$ cat src/rtl/bus_arbiter_n_if.sv
// ---------------------------------------------------------------------------
// bus_arbiter_n_if
// Purpose : groups the request/grant/split handshake between the bus masters,
//           the slaves and the N-master arbiter.
// Modports:
//   master - arbiter side: takes requests and slave status, drives grants,
//            mux select and split status.
//   slave  - requester/slave side (masters, slaves, testbench): drives
//            requests and slave status, observes grants.
// Signals :
//   breq        [NUM_M]  bus request per master
//   sready_nsp           AND of ready from all non-split slaves
//   sready_sp            ready from the split-capable slave
//   ssplit               split response from slave, valid during a grant
//   srelease             1-cycle pulse: split slave can complete the split
//   bgrant      [NUM_M]  one-hot grant, all-zero when idle
//   msel        [MSEL_W] index of the granted master
//   msplit      [NUM_M]  per-master "transaction split" flag
//   split_grant          1-cycle pulse on first cycle of a resumed split grant
//   split_err            sticky: split received while one was outstanding
// ---------------------------------------------------------------------------
interface bus_arbiter_n_if #(
   parameter int NUM_M  = 4,
   parameter int MSEL_W = 2
);
   logic [NUM_M-1:0]  breq;
   logic              sready_nsp;
   logic              sready_sp;
   logic              ssplit;
   logic              srelease;
   logic [NUM_M-1:0]  bgrant;
   logic [MSEL_W-1:0] msel;
   logic [NUM_M-1:0]  msplit;
   logic              split_grant;
   logic              split_err;

   modport master (
      input  breq, sready_nsp, sready_sp, ssplit, srelease,
      output bgrant, msel, msplit, split_grant, split_err
   );

   modport slave (
      output breq, sready_nsp, sready_sp, ssplit, srelease,
      input  bgrant, msel, msplit, split_grant, split_err
   );
endinterface

$ cat src/rtl/bus_arbiter_n.sv
// ---------------------------------------------------------------------------
// bus_arbiter_n
// Purpose : N-master bus arbiter with split-transaction support, fixed-priority
//           or round-robin selection and an optional grant-tenure limit.
//           One split owner can be outstanding; when the split slave releases
//           it, that owner is regranted ahead of every other request.
// Ports   :
//   clk   - clock, rising edge
//   rstn  - synchronous, active-low reset
//   bus   - bus_arbiter_n_if.master (requests, slave status, grants, split
//           flags; see the interface file for the signal list)
// All outputs are registered: a decision taken in IDLE at one edge shows on
// bgrant/msel after that edge. There is always at least one IDLE cycle
// between two grants.
// ---------------------------------------------------------------------------
module bus_arbiter_n #(
   parameter int NUM_M    = 4,
   parameter int MSEL_W   = 2,
   parameter int RR_MODE  = 1,
   parameter int MAX_HOLD = 0
) (
   input  logic               clk,
   input  logic               rstn,
   bus_arbiter_n_if.master    bus
);

   typedef enum logic {
      IDLE  = 1'b0,
      GRANT = 1'b1
   } state_t;

   localparam int HOLD_W = 16;
   localparam logic [HOLD_W-1:0] HOLD_LAST = HOLD_W'((MAX_HOLD > 0) ? MAX_HOLD - 1 : 0);
   localparam logic [HOLD_W-1:0] HOLD_SAT  = '1;

   state_t            state_q, state_d;
   logic [NUM_M-1:0]  bgrant_q, bgrant_d;
   logic [MSEL_W-1:0] msel_q, msel_d;
   logic [NUM_M-1:0]  msplit_q, msplit_d;
   logic              split_grant_q, split_grant_d;
   logic              split_err_q, split_err_d;
   logic              split_valid_q, split_valid_d;
   logic [MSEL_W-1:0] split_owner_q, split_owner_d;
   logic              rel_pend_q, rel_pend_d;
   logic [MSEL_W-1:0] rr_ptr_q, rr_ptr_d;
   logic [HOLD_W-1:0] hold_cnt_q, hold_cnt_d;

   logic [NUM_M-1:0]  eligible;
   logic              win_found;
   logic [MSEL_W-1:0] win_idx;
   logic [NUM_M-1:0]  win_oh;
   logic [NUM_M-1:0]  split_owner_oh;
   logic              ready_ok;
   logic              owner_req;
   logic              other_eligible;
   logic              tenure_expired;

   // Pointer to the master after idx, wrapping at NUM_M (not at 2**MSEL_W).
   function automatic logic [MSEL_W-1:0] ptr_after(input logic [MSEL_W-1:0] idx);
      return MSEL_W'((int'(idx) + 1) % NUM_M);
   endfunction

   // A master whose transaction is split may not compete until it is resumed.
   assign eligible = bus.breq & ~msplit_q;

   // The split slave's ready only matters while it has no split parked on it.
   assign ready_ok = bus.sready_nsp & (split_valid_q | bus.sready_sp);

   // Round-robin search in two passes: first eligible index at or above the
   // pointer, otherwise the lowest eligible index (the wrap). With a zero base
   // both passes agree, which gives plain fixed priority.
   always_comb begin
      logic [MSEL_W-1:0] base;
      logic              found_hi;
      logic              found_lo;
      int                hi_idx;
      int                lo_idx;
      base     = (RR_MODE != 0) ? rr_ptr_q : '0;
      found_hi = 1'b0;
      found_lo = 1'b0;
      hi_idx   = 0;
      lo_idx   = 0;
      for (int b = 0; b < NUM_M; b++) begin
         if (eligible[b] && !found_lo) begin
            found_lo = 1'b1;
            lo_idx   = b;
         end
         if (eligible[b] && !found_hi && (b >= int'(base))) begin
            found_hi = 1'b1;
            hi_idx   = b;
         end
      end
      win_found = found_lo;
      win_idx   = found_hi ? MSEL_W'(hi_idx) : MSEL_W'(lo_idx);
   end

   generate
      for (genvar gi = 0; gi < NUM_M; gi++) begin : g_onehot
         assign win_oh[gi]         = (win_idx == MSEL_W'(gi));
         assign split_owner_oh[gi] = (split_owner_q == MSEL_W'(gi));
      end
   endgenerate

   assign owner_req      = |(bus.breq & bgrant_q);
   assign other_eligible = |(eligible & ~bgrant_q);
   // Tenure only forces a handover when someone else is actually waiting.
   assign tenure_expired = (MAX_HOLD != 0) && (hold_cnt_q == HOLD_LAST) && other_eligible;

   always_comb begin
      state_d       = state_q;
      bgrant_d      = bgrant_q;
      msel_d        = msel_q;
      msplit_d      = msplit_q;
      split_grant_d = 1'b0;
      split_err_d   = split_err_q;
      split_valid_d = split_valid_q;
      split_owner_d = split_owner_q;
      rel_pend_d    = rel_pend_q;
      rr_ptr_d      = rr_ptr_q;
      hold_cnt_d    = hold_cnt_q;

      // A release only counts against a split that is already registered;
      // one arriving with the split response itself is dropped.
      if (bus.srelease && split_valid_q) begin
         rel_pend_d = 1'b1;
      end

      case (state_q)
         IDLE: begin
            if (split_valid_q && rel_pend_q) begin
               // Resume the split owner, even if it has stopped requesting.
               state_d       = GRANT;
               bgrant_d      = split_owner_oh;
               msel_d        = split_owner_q;
               split_grant_d = 1'b1;
               msplit_d      = msplit_q & ~split_owner_oh;
               split_valid_d = 1'b0;
               rel_pend_d    = 1'b0;
               rr_ptr_d      = ptr_after(split_owner_q);
               hold_cnt_d    = '0;
            end else if (win_found && ready_ok) begin
               state_d    = GRANT;
               bgrant_d   = win_oh;
               msel_d     = win_idx;
               rr_ptr_d   = ptr_after(win_idx);
               hold_cnt_d = '0;
            end
         end

         GRANT: begin
            if (hold_cnt_q != HOLD_SAT) begin
               hold_cnt_d = hold_cnt_q + 1'b1;
            end
            if (bus.ssplit) begin
               if (!split_valid_q) begin
                  msplit_d      = msplit_q | bgrant_q;
                  split_owner_d = msel_q;
                  split_valid_d = 1'b1;
               end else begin
                  split_err_d = 1'b1;
               end
            end
            if (!owner_req || bus.ssplit || tenure_expired) begin
               state_d  = IDLE;
               bgrant_d = '0;
            end
         end

         default: begin
            state_d  = IDLE;
            bgrant_d = '0;
         end
      endcase
   end

   always_ff @(posedge clk) begin
      if (!rstn) begin
         state_q       <= IDLE;
         bgrant_q      <= '0;
         msel_q        <= '0;
         msplit_q      <= '0;
         split_grant_q <= 1'b0;
         split_err_q   <= 1'b0;
         split_valid_q <= 1'b0;
         split_owner_q <= '0;
         rel_pend_q    <= 1'b0;
         rr_ptr_q      <= '0;
         hold_cnt_q    <= '0;
      end else begin
         state_q       <= state_d;
         bgrant_q      <= bgrant_d;
         msel_q        <= msel_d;
         msplit_q      <= msplit_d;
         split_grant_q <= split_grant_d;
         split_err_q   <= split_err_d;
         split_valid_q <= split_valid_d;
         split_owner_q <= split_owner_d;
         rel_pend_q    <= rel_pend_d;
         rr_ptr_q      <= rr_ptr_d;
         hold_cnt_q    <= hold_cnt_d;
      end
   end

   assign bus.bgrant      = bgrant_q;
   assign bus.msel        = msel_q;
   assign bus.msplit      = msplit_q;
   assign bus.split_grant = split_grant_q;
   assign bus.split_err   = split_err_q;

endmodule

$ cat src/flat_wrapper.sv
// flat-port wrapper written by rule: the top's interface ports become plain ports
module bus_arbiter_n_flat 
#(
   parameter int NUM_M    = 4,
   parameter int MSEL_W   = 2,
   parameter int RR_MODE  = 1,
   parameter int MAX_HOLD = 0
)
  (clk, rstn, bus_breq, bus_sready_nsp, bus_sready_sp, bus_ssplit, bus_srelease, bus_bgrant, bus_msel, bus_msplit, bus_split_grant, bus_split_err);
  bus_arbiter_n_if #(.NUM_M(NUM_M), .MSEL_W(MSEL_W)) bus_i ();
  input  logic clk;
  input  logic rstn;
  input wire logic [$bits(bus_i.breq)-1:0] bus_breq;
  input wire logic [$bits(bus_i.sready_nsp)-1:0] bus_sready_nsp;
  input wire logic [$bits(bus_i.sready_sp)-1:0] bus_sready_sp;
  input wire logic [$bits(bus_i.ssplit)-1:0] bus_ssplit;
  input wire logic [$bits(bus_i.srelease)-1:0] bus_srelease;
  output wire logic [$bits(bus_i.bgrant)-1:0] bus_bgrant;
  output wire logic [$bits(bus_i.msel)-1:0] bus_msel;
  output wire logic [$bits(bus_i.msplit)-1:0] bus_msplit;
  output wire logic [$bits(bus_i.split_grant)-1:0] bus_split_grant;
  output wire logic [$bits(bus_i.split_err)-1:0] bus_split_err;
  assign bus_i.breq = bus_breq;
  assign bus_i.sready_nsp = bus_sready_nsp;
  assign bus_i.sready_sp = bus_sready_sp;
  assign bus_i.ssplit = bus_ssplit;
  assign bus_i.srelease = bus_srelease;
  assign bus_bgrant = bus_i.bgrant;
  assign bus_msel = bus_i.msel;
  assign bus_msplit = bus_i.msplit;
  assign bus_split_grant = bus_i.split_grant;
  assign bus_split_err = bus_i.split_err;
  bus_arbiter_n #(.NUM_M(NUM_M), .MSEL_W(MSEL_W), .RR_MODE(RR_MODE), .MAX_HOLD(MAX_HOLD)) u_core (.clk(clk), .rstn(rstn), .bus(bus_i));
endmodule
$ cat config.mk
export PLATFORM = sky130hd
export DESIGN_NAME = bus_arbiter_n_flat
export DESIGN_NICKNAME = d
export VERILOG_FILES = /design/src/rtl/bus_arbiter_n_if.sv /design/src/rtl/bus_arbiter_n.sv /design/src/flat_wrapper.sv
export SDC_FILE = /design/constraint.sdc
export NUM_CORES = 1
export LEC_CHECK = 0
export CAP_MARGIN = 15
export CORE_UTILIZATION = 30
export DETAILED_ROUTE_END_ITERATION = 16
export GPL_TIMING_DRIVEN = 1
export PLACE_DENSITY = 0.57
export RECOVER_POWER = 25
export SLEW_MARGIN = 20
export SYNTH_ARGS = -nofsm -noshare
export SYNTH_HDL_FRONTEND = slang
export SYNTH_SLANG_ARGS = --single-unit
$ cat constraint.sdc
create_clock -name clk -period 1.8 [get_ports clk]
set_input_delay 0.54 -clock clk [delete_from_list [all_inputs] [get_ports clk]]
set_output_delay 0.54 -clock clk [all_outputs]
set_load 0.01 [all_outputs]
After elaboration in Yosys (flattened, before gate mapping)
Index checks and enable logic that the tools add are counted.
Operators by class
  magnitude comparators: 3
  reductions and logical operators: 31
  equal/unequal tests: 11
  bitwise operators: 11
  mux-type cells: 38
  $add $sub $neg: 2
Operators by type and width (count)
  2-to-1 mux 4 bit: 6
  2-to-1 mux 1 bit: 19
  2-to-1 mux 2 bit: 9
  one-hot mux 4 bit (2 select lines): 2
  bitwise AND 4 bit: 3
  logical AND 1 bit: 12
  AND reduction 3 bit: 3
  == test 2 bit (second input constant): 4
  NOT 4 bit: 2
  zero test 1 bit: 7
  != test 2 bit (second input constant): 3
  AND reduction 2 bit: 3
  adder 2 x 1 -> 2 bit (second input constant): 2
  == test 2 x 1 -> 1 bit (second input constant): 2
  >= comparator 1 x 2 -> 1 bit (first input constant): 2
  zero test 2 bit: 2
  bitwise OR 4 bit: 1
  one-hot mux 1 bit (2 select lines): 2
  OR reduction 4 bit: 1
  != test 3 x 1 -> 1 bit (second input constant): 1
  NOT 1 bit: 3
  >= comparator 2 bit (first input constant): 1
  != test 2 x 1 -> 1 bit (second input constant): 1
  nonzero test 2 bit: 1
  other kinds (4): 4
Word-level totals
  word-level logic and storage cells: 106
  output and inout port bits: 12
  register bits after elaboration: 19

Logic depth before layout (Yosys ltp)
  depth in word-level cells: 20
  depth in mapped cells: 7
  mapped depth without buffers: 5

Least setup slack after synthesis
Ideal clock, no wire load.
  path kind: in2reg
  start point: input port bus_breq[2]
  end point: register u_core.rr_ptr_q[0]
  library setup time: 115 ps
  data required time: 1685 ps
  arrival: 1618 ps
  path slack: 68 ps
  path buffers: 0
  stages: 5
  path through: nor2b_1 > a211o_1 > a211oi_1 > and3b_1 > o21a_1
Between the ends
  longest elaborated chain between the ends: 11
  elaborated cells between the ends (all ways): 23
  classes of those cells: 1 x add/sub; 11 x mux; 1 x bitwise; 10 x reduce/logical
Ends and longest elaborated chain
  from (decl): line flat_wrapper.sv:13  | input wire logic [$bits(bus_i.breq)-1:0] bus_breq;
  bitwise AND 4 bit (*): line bus_arbiter_n.sv:64  | assign eligible = bus.breq & ~msplit_q;
  logical AND 1 bit (2 in a row): line bus_arbiter_n.sv:88  | if (eligible[b] && !found_hi && (b >= int'(base))) begin
  2-to-1 mux 1 bit: line bus_arbiter_n.sv:88
  zero test 1 bit: line bus_arbiter_n.sv:88
  logical AND 1 bit: line bus_arbiter_n.sv:88
  2-to-1 mux 2 bit or 2-to-1 mux 1 bit (tied branches): line bus_arbiter_n.sv:88
  2-to-1 mux 2 bit: line bus_arbiter_n.sv:94  | win_idx = found_hi ? MSEL_W'(hi_idx) : MSEL_W'(lo_idx);
  adder 2 x 1 -> 2 bit: line bus_arbiter_n.sv:60  | return MSEL_W'((int'(idx) + 1) % NUM_M);
  2-to-1 mux 2 bit: line bus_arbiter_n.sv:141  | end else if (win_found && ready_ok) begin
  2-to-1 mux 2 bit: line bus_arbiter_n.sv:130  | if (split_valid_q && rel_pend_q) begin
  to (signal assigned): line bus_arbiter_n.sv:199  | rr_ptr_q <= rr_ptr_d;
  to (decl): line bus_arbiter_n.sv:45  | logic [MSEL_W-1:0] rr_ptr_q, rr_ptr_d;
Every way passes the cells marked *; elsewhere a longest branch is shown, timed or not. The select of a mux whose other input is x is not followed.
A chain may end at the register's enable or synchronous reset.

Final worst setup path
  start point: register u_core.msel_q[0] (netlist: u_core.bus.msel[0])
  end point: output port bus_msel[0]
RTL lines
  from (decl): line bus_arbiter_n.sv:38  | logic [MSEL_W-1:0] msel_q, msel_d;
  from (signal assigned): line bus_arbiter_n.sv:192  | msel_q <= msel_d;
  to (decl): line flat_wrapper.sv:19  | output wire logic [$bits(bus_i.msel)-1:0] bus_msel;
No word-level cell between the ends.

==> flow_metrics.py <==
metrics = {
    "power_and_ir_drop": {
        "p_clk_frac": 0.259,
        "ir_drop_mv": 0.274,
        "power.switching_uw": 238,
        "intPower_uw": 616,
        "seqPwrFrac": 0.530,
        "switching_share": 0.279,
        "leakage_nw": 0.537,
        "power.density_nw_per_um2": 604,
        "comb_power_share": 0.211,
    },
    "synth": {
        "syn_inst": 123,
        "yosys-top-cells-area": "dfxtp_1, a21oi_1, nand2_1, nor2_1, o21ai_0",
        "synth_top_family_by_area": "compound AO/OA/AOI/OAI gates",
        "synth_warnings": 0,
        "synth-simple-area-share": 0.265,
        "synth_compound_area_frac": 0.299,
        "netlist.area_leader.share": 0.382,
        "synthAdderAreaFrac": 0,
        "synth-xor-area-share": 0,
        "yosysSeqAreaShare": 0.382,
        "synthMuxAreaShare": 0,
        "syn-num-nets": 133,
        "ys_ff_latch": 19,
        "avgSynthCellArea_sq_um": 8.09,
        "yosysTopAreaCell": "dfxtp_1",
        "synth_area_sq_um": 995,
        "synthDistinctLibCells": 36,
    },
    "drt": {
        "firstDrtPassIters": 5,
        "drc": 0,
        "post_drt_wl_per_cell_um": 13.3,
        "vias": 1073,
        "vias_per_cell": 5.26,
        "drt_iter0_markers": 75,
        "drt_wl_total_mm": 2.72,
        "drt.antenna.violating_nets": 0,
    },
    "timing": {
        "setup_viol": 0,
        "rsz0062_at_grt": "false",
        "relSlewSlack": 0.721,
        "hold_slack_ps": 492,
        "max_clock_freq_ghz": 0.570,
        "fin_crit_sh": 0.974,
        "fin_ws_ps": 45.9,
        "drv_slew": 0,
        "finClkSkew_ps": 4.55,
        "tightest_slew_ps": 418,
        "fin_crit_ps": 1750,
        "hold_viol_final": 0,
    },
    "critical_path": {
        "start_kind": "register",
        "crit_buf_inv": 1,
        "r2r-start": "u_core.rel_pend_q",
        "end_kind": "output port",
        "startpoint": "u_core.bus.msel[0]",
        "worst-path-max-fanout": 3,
        "cpPeakStageDelay_ps": 540,
        "cpLargestDelayFamily": "buffers and inverters",
        "critical_path_arrival_ps": 1210,
        "critical_path_class": "register to output port",
        "required_ps": 1260,
        "crit_slowest_cell": "clkdlybuf4s50_1",
        "crit_path_cell_trace": "clkdlybuf4s50_1",
    },
    "final_layout": {
        "drive_gt1_frac": 0.206,
        "num-nets-final": 171,
        "syn_to_final_growth_pct": 42.3,
        "diodes": 0,
        "fin_cells": 204,
        "fillerInstances": 341,
    },
    "flow_run": {
        "drv_cap": 0,
    },
    "cts": {
        "root_buffer": "clkbuf_4",
        "cts_max_path_buffers": 2,
        "numCtsBuffers": 3,
        "clkTransAtPathRegs_ps": 110,
        "clock_latency_ps": 300,
        "cts_tree": "done",
        "htreeDepth": 1,
        "clock_sinks": 19,
        "cts_hold_buf": 0,
    },
    "die": {
        "io_pins": 22,
        "start_util": 0.321,
        "dieHeight_um": 59.6,
        "die_w_um": 59.6,
        "core_sq_um": 3100,
        "rows": 20,
        "die_area_sq_um": 3550,
    },
    "place": {
        "portBuffers": 21,
        "dp_hpwl_mm": 2.11,
        "place.gp.congestion": 0.931,
        "place_ws_ps": -569,
        "dpl.cell_count": 199,
    },
    "grt": {
        "antenna_found_initial": 0,
        "grt-ovfl-total": 0,
        "grt_pass1_wl_mm": 4.56,
        "grt_util_all_layers": 0.172,
        "grt_max_degree": 13,
        "grt_pass1_vias": 1003,
    },
    "run_status": {
        "status": "completed",
    },
    "min_path": {
        "min_path_type": "register to register",
        "hp-start": "u_core.bus.bgrant[3]",
    },
}
==> final timing paths <==
kind | endpoint | slack (ps) | cells after the start
worst max-delay path | bus_msel[0] | 50 | 1
worst min-delay path | u_core.bus.bgrant[3] | 490 | 2
worst max register to register | u_core.rr_ptr_q[1] | 180 | 5
worst min register to register | u_core.bus.bgrant[3] | 490 | 2
==> cells by family after synthesis <==
kind of cell	Yosys count
AOI/OAI and AO/OA	44
and+or+nand+nor	49
DFF	19
buffers and inverters	11
==> power groups by stage <==
stage / clock network [mW] / registers, mW / logic (mW)
after floorplan: 0 / 0.459 / 0.0893
after global placement: 0 / 0.462 / 0.172
after detailed placement: 0 / 0.463 / 0.174
after CTS: 0.227 / 0.454 / 0.181
after global routing: 0.249 / 0.455 / 0.197
final: 0.222 / 0.453 / 0.180
==> Yosys cell counts, drive strengths merged <==
library cell and n:
dfxtp 19, nand2 12, nor2 12, o21ai 11, a21oi 9, nand2b 6, inv 5, buf 4
a21boi 3, and2 3, nand3 3, nor2b 3, nor3 3, nor3b 3, a211oi 2, a221oi 2
a31oi 2, a32oi 2, clkbuf 2, o211ai 2, o21a 2, o2bb2ai 2, a211o 1, a22o 1
a32o 1, a41o 1, and3b 1, nor4 1, o221ai 1, o32a 1, o41ai 1, or3 1
or4b 1
==> layout by cell type, fill, tap and decap left out, drive strengths merged, types with 2 or more instances in the layout <==
| cell | synthesis | routed |
|---|---|---|
| o2bb2ai | 2 | 2 |
| a32oi | 2 | 2 |
| nor2b | 3 | 3 |
| nor3b | 3 | 3 |
| a211oi | 2 | 2 |
| nor2 | 12 | 12 |
| clkdlybuf4s50 | 0 | 12 |
| o211ai | 2 | 2 |
| a21boi | 3 | 3 |
| o21a | 2 | 2 |
| nand3 | 3 | 3 |
| o21ai | 11 | 11 |
| dlymetal6s2s | 0 | 2 |
| a221oi | 2 | 2 |
| a31oi | 2 | 2 |
| dlygate4sd2 | 0 | 6 |
| nand2b | 6 | 6 |
| nor3 | 3 | 3 |
| and2 | 3 | 3 |
| inv | 5 | 5 |
| nand2 | 12 | 12 |
| buf | 4 | 16 |
| dfxtp | 19 | 19 |
| a21oi | 9 | 9 |
| clkbuf | 2 | 6 |
==> repair_timing <==
item	in CTS	in global routing
pin swaps	4	0
setup buffers	1	0
gates resized for setup	15	7
endpoints found under the setup margin	12	6
==> flip-flops by register name (all words and copies together), names as in the netlist, 2 cells and up <==
register	flops
u_core.bus.msel	2
u_core.rr_ptr_q	2
u_core.bus.bgrant	4
u_core.bus.msplit	4
u_core.split_owner_q	2
==> metal layers <==
layer	up-vias	share of wire	global-route usage
li1	529	-	-
met1	491	0.44	0.225
met2	45	0.47	0.274
met3	8	0.068	0.0328
met4	0	0.022	0.0764
met5	-	0	0
==> metrics by stage <==
step / util / setup TNS (ps) / total power [mW] / area (sq um)
floorplan: - / 0 / 0.548 / 995
global placement: 0.436 / -3480 / 0.634 / 1350
detailed placement: 0.436 / -3880 / 0.637 / 1350
CTS: 0.455 / 0 / 0.862 / 1410
global route: 0.456 / 0 / 0.901 / 1420
finish: 0.456 / 0 / 0.855 / 1420
==> final cells by class <==
class	instances	area (sq um)	area share
inverters	5	18.8	0.0133
clock buffers	4	26.3	0.0186
well taps	44	55.1	0.0389
multi-input cells	93	589	0.416
repair buffers	39	335	0.237
flip-flops and latches	19	390	0.276
No activity file was read; power rests on OpenSTA's default activity.
==> variant 1 (same settings) <==
`MSEL_W` is set to 2 in 3 places; all go to 1. Comments in the files are not updated.
--- a/src/rtl/bus_arbiter_n_if.sv
+++ b/src/rtl/bus_arbiter_n_if.sv
@@ -23,3 +23,3 @@
    parameter int NUM_M  = 4,
-   parameter int MSEL_W = 2
+   parameter int MSEL_W = 1
 );
--- a/src/rtl/bus_arbiter_n.sv
+++ b/src/rtl/bus_arbiter_n.sv
@@ -17,3 +17,3 @@
    parameter int NUM_M    = 4,
-   parameter int MSEL_W   = 2,
+   parameter int MSEL_W   = 1,
    parameter int RR_MODE  = 1,
--- a/src/flat_wrapper.sv
+++ b/src/flat_wrapper.sv
@@ -4,3 +4,3 @@
    parameter int NUM_M    = 4,
-   parameter int MSEL_W   = 2,
+   parameter int MSEL_W   = 1,
    parameter int RR_MODE  = 1,
Interface: changed (resized bus_msel); port bits go from 22 to 21. No check against the original RTL was run, so the function may have changed too.
==> variant 1 against the original RTL <==
- sequential cell count decreased by 5
- final cell count down 39%
- clock power shrank 23%
- worst setup slack got worse by 6.4 ps
- largest power group unchanged
- total power down 29%
- area after synthesis shrank 32%
- largest cell class unchanged
- final area down 33%
- wire length shrank 44%
==> variant 1: results <==
metrics = {
    "outcome": {
        "status": "complete, no violations",
    },
    "synthesis": {
        "synthAdderAreaFrac_pct": 0,
        "synthTopCellsByArea": "dfxtp_1 (42%), a21oi_1 (7.4%), o21ai_0 (5.2%), a2111oi_4 (4.1%), nand2_1 (3.3%)",
        "synth_common_cells": "dfxtp_1 (14), a21oi_1 (10), o21ai_0 (7)",
        "avgSynthCellArea_um2": 8.76,
        "synth_cell_type_count": 27,
        "muxShareOfSynthArea_pct": 2.23,
        "synth_xor_area_share_pct": 0,
        "syn-num-nets": 87,
        "seq_area_frac_synth_pct": 41.6,
        "synth_compound_area_share_pct": 31.2,
    },
    "pwr": {
        "vdd_drop_max_v": 0.000289,
        "p_clk_share_pct": 28.4,
        "p_leak_nw": 0.394,
        "pg_seq_uw": 331,
        "p_int_uw": 455,
        "switchingPower_uw": 149,
    },
    "route": {
        "num_vias": 605,
        "dr.pass1.iters": 4,
        "totalWireLength_um": 1530,
        "drt-vias-per-instance": 4.84,
        "postRouteAntennaNets": 0,
        "drt_iter0_markers": 10,
    },
    "placed_design": {
        "postPlaceCellArea_um2": 902,
        "dp_cells": 122,
        "port-buffer-count": 20,
        "gp_congestion": 0.778,
        "place_hpwl_um": 1130,
        "pre_cts_ws_ps": -354,
    },
    "critical_path": {
        "crit_fanout": 6,
        "r2r_end": "u_core.bus.bgrant[1]",
        "rrSetupSlack_ps": 410,
        "cpPeakStageDelay_ps": 480,
        "regToRegStartpoint": "u_core.bus.msplit[3]",
        "arrival_ps": 1980,
        "cp_slowest_cell": "clkdlybuf4s50_1",
        "cp_top_family": "buffers and inverters",
    },
    "global_routing": {
        "grt_usage_pct": 13.5,
        "grt_max_degree": 12,
        "grt_pass1_vias": 574,
        "grt_pass1_wl_um": 2530,
        "antenna_found_initial": 0,
    },
    "clocking": {
        "cts.path.max_buffers": 2,
        "clock_latency_ps": 270,
        "post_cts_buffers": 0,
        "clkSlewWorstSetupHoldPaths_ps": 80,
        "postCtsResizedCells": 3,
    },
    "hold_path": {
        "min_to": "u_core.bus.split_err",
        "worstHoldStart": "u_core.bus.split_err",
        "hold_depth": 2,
    },
    "timing": {
        "skew_ps": 2.52,
        "holdWs_ps": 479,
        "worst_slew_pin_slew_ps": 364,
        "max_freq_ghz": 0.568,
    },
    "final_layout": {
        "nFillCells": 212,
        "final_nets": 110,
        "final_layout_size_suffix_gt1_share_pct": 18.4,
    },
}
variant 1: changes by cell type after synthesis, sizes merged, moves of 4 or more:
cell | before | now
dfxtp | 19 | 14
nand2 | 12 | 6
nor2 | 12 | 7
nand2b | 6 | 2
variant 1: worst max-delay path by stage:
| stage | from | end | depth (start not counted) |
|---|---|---|---|
| CTS | u_core.bus.msplit[1] | bus_msplit[1] | 1 |
| detailed placement | bus_breq[3] | u_core.bus.bgrant[1] | 6 |
| finish | bus_breq[3] | u_core.bus.bgrant[1] | 6 |
| global route | bus_breq[3] | u_core.bus.bgrant[1] | 6 |
| global placement | bus_breq[3] | u_core.bus.bgrant[1] | 6 |
| floorplan | bus_breq[3] | u_core.bus.bgrant[1] | 5 |
variant 1: layer usage:
layer | share of wire (%) | vias to the layer above | GRT usage [%] | wire length [um]
met2 | 45 | 21 | 20.3 | 696
met1 | 47 | 272 | 17.8 | 727
li1 | - | 308 | - | -
met4 | 1.7 | 0 | 7.14 | 26
met3 | 5.5 | 4 | 3.12 | 84
met5 | 0 | - | 0 | 0
variant 1: cell type report:
type / count / area (um2) / share of cell area [%]
flip-flops and latches: 14 / 284 / 29.9
clock buffers: 3 / 22.5 / 2.37
well taps: 27 / 33.8 / 3.55
multi-input cells: 53 / 362 / 38.0
inverters: 5 / 18.8 / 1.97
repair buffers: 23 / 230 / 24.2
variant 1: cells by family after synthesis:
group	after synthesis
AOI/OAI and AO/OA	30
muxes	1
buffers and inverters	10
and+or+nand+nor	22
DFF	14
variant 1: tightest hold or removal path, delay by kind of cell, from the launching register on:
kind	cells	cell delay (ps)
compound gates	1	40
flops	1	330
simple gates	1	70
==> variant 2 (same flow settings) <==
Without the edit above. Reset style: asynchronous (`rstn`), changed in one clocked block. Comments in the files are not updated.
--- a/src/rtl/bus_arbiter_n.sv
+++ b/src/rtl/bus_arbiter_n.sv
@@ -175,3 +175,3 @@
 
-   always_ff @(posedge clk) begin
+   always_ff @(posedge clk or negedge rstn) begin
       if (!rstn) begin
Behaviour: differs if rstn is asserted again (counterexample within 4 cycles, from zero or initial values and one cycle with rstn low); with rstn held inactive, the same outputs for 10 cycles.
==> variant 2 against the original RTL <==
- the flow now finishes with violations (DRC)
- area after synthesis shrank 6.7%
- critical path depth grew 5
- worst setup slack gained 3.3 ps
- register-to-register slack lost 80 ps
- sequential cell count is the same
- final area grew 2.7%
- wire length shrank 8.8%
- highest routed layer unchanged
Power is not compared: it rests on default switching activity, and its combinational part moved more than twofold at a synthesized area within 25%.
==> variant 2: results <==
metrics = {
    "outcome": {
        "status": "complete, but fails checks",
        "violations": "DRC",
    },
    "timing": {
        "max_slew_margin_pct": 78.9,
        "holdWs_ps": 485,
        "skew_ps": 11.8,
    },
    "final_layout": {
        "layoutNonFillerInstCount": 169,
        "final_layout_size_suffix_gt1_share_pct": 36.2,
    },
    "placed_design": {
        "dp_cells": 158,
        "gp_congestion": 0.950,
        "pre_cts_ws_ps": -580,
        "postPlaceCellArea_um2": 1290,
        "place_hpwl_um": 1810,
    },
    "global_routing": {
        "grt_usage_pct": 16.5,
        "grt_pass1_vias": 877,
        "grt_pass1_wl_um": 4120,
    },
    "critical_path": {
        "r2r_end": "u_core.bus.bgrant[1]",
        "cp-startpoint": "bus_breq[1]",
        "rrSetupSlack_ps": 100,
    },
    "synthesis": {
        "syn-num-nets": 101,
        "synthTopCellsByArea": "dfrtp_1 (51%), a21oi_1 (5.9%), nand2_1 (3.6%), nor2_1 (3.6%), a22o_1 (2.8%)",
        "syn_inst": 91,
        "ys.flop_type": "dfrtp_1",
        "ys_async_sr_fraction_pct": 100,
        "seq_area_frac_synth_pct": 51.2,
        "synth_common_cells": "dfrtp_1 (19), a21oi_1 (11), nand2_1 (9), nor2_1 (9), inv_1 (5)",
    },
    "route": {
        "drc": 2,
        "dr.pass1.iters": 10,
        "dr_wl_met3_um": 151,
        "drt-vias-per-instance": 5.14,
    },
    "hold_path": {
        "min_to": "u_core.bus.split_err",
        "hold_depth": 1,
    },
}
-- variant 2: what timing repair did --
| item | 4_1_cts | 5_1_grt |
|---|---|---|
| buffers inserted | 7 | 0 |
| gates resized for setup | 19 | 6 |
| setup endpoints to repair | 15 | 7 |
| pin swaps | 5 | 1 |
-- variant 2: how the worst max path moves through the flow --
stage	slack (ps)	cells past startpoint	end
finish	50	6	u_core.bus.bgrant[1]
global route	0.6	1	bus_msel[1]
CTS	0.2	1	bus_bgrant[1]
detailed placement	-580	6	u_core.bus.bgrant[0]
global placement	-540	6	u_core.bus.bgrant[0]
floorplan	60	5	u_core.bus.bgrant[0]
-- variant 2: area by class of cell --
| cell class | instances | area (um2) |
|---|---|---|
| clock buffers | 3 | 22.5 |
| clock inverters | 1 | 5.00 |
| inverters | 5 | 18.8 |
| multi-input cells | 66 | 498 |
| repair buffers | 44 | 392 |
| well taps | 31 | 38.8 |
| flip-flops and latches | 19 | 478 |
| fillers | 264 | 1400 |
-- variant 2: layer usage --
metal	up-vias	GRT usage (%)
met5	-	0
met4	0	7.32
met3	6	3.35
met2	23	23.8
met1	416	23.9
li1	424	-
-- variant 2: cell families after synthesis --
group / Yosys count / share of synthesized area (%)
and+or+nand+nor: 33 / 18.1
muxes: 2 / 2.83
DFF: 19 / 51.2
buffers and inverters: 6 / 2.83
AOI/OAI and AO/OA: 31 / 25.1
-- variant 2: critical path, stage by stage --
cell           delay [ps]
dlygate4sd2_1         250
or2b_4                260
o21ai_0                80
a311o_2               390
and2_4                160
a32o_1                260
-- variant 2: power by group through the flow --
stage               Sequential (mW)  Combinational [mW]  Clock [mW]
finish                        0.788                1.42       0.209
global route                  0.807                1.54       0.236
CTS                           0.784                1.43       0.217
detailed placement            0.816                1.17           0
global placement              0.814                1.18           0
floorplan                     0.836               0.579           0
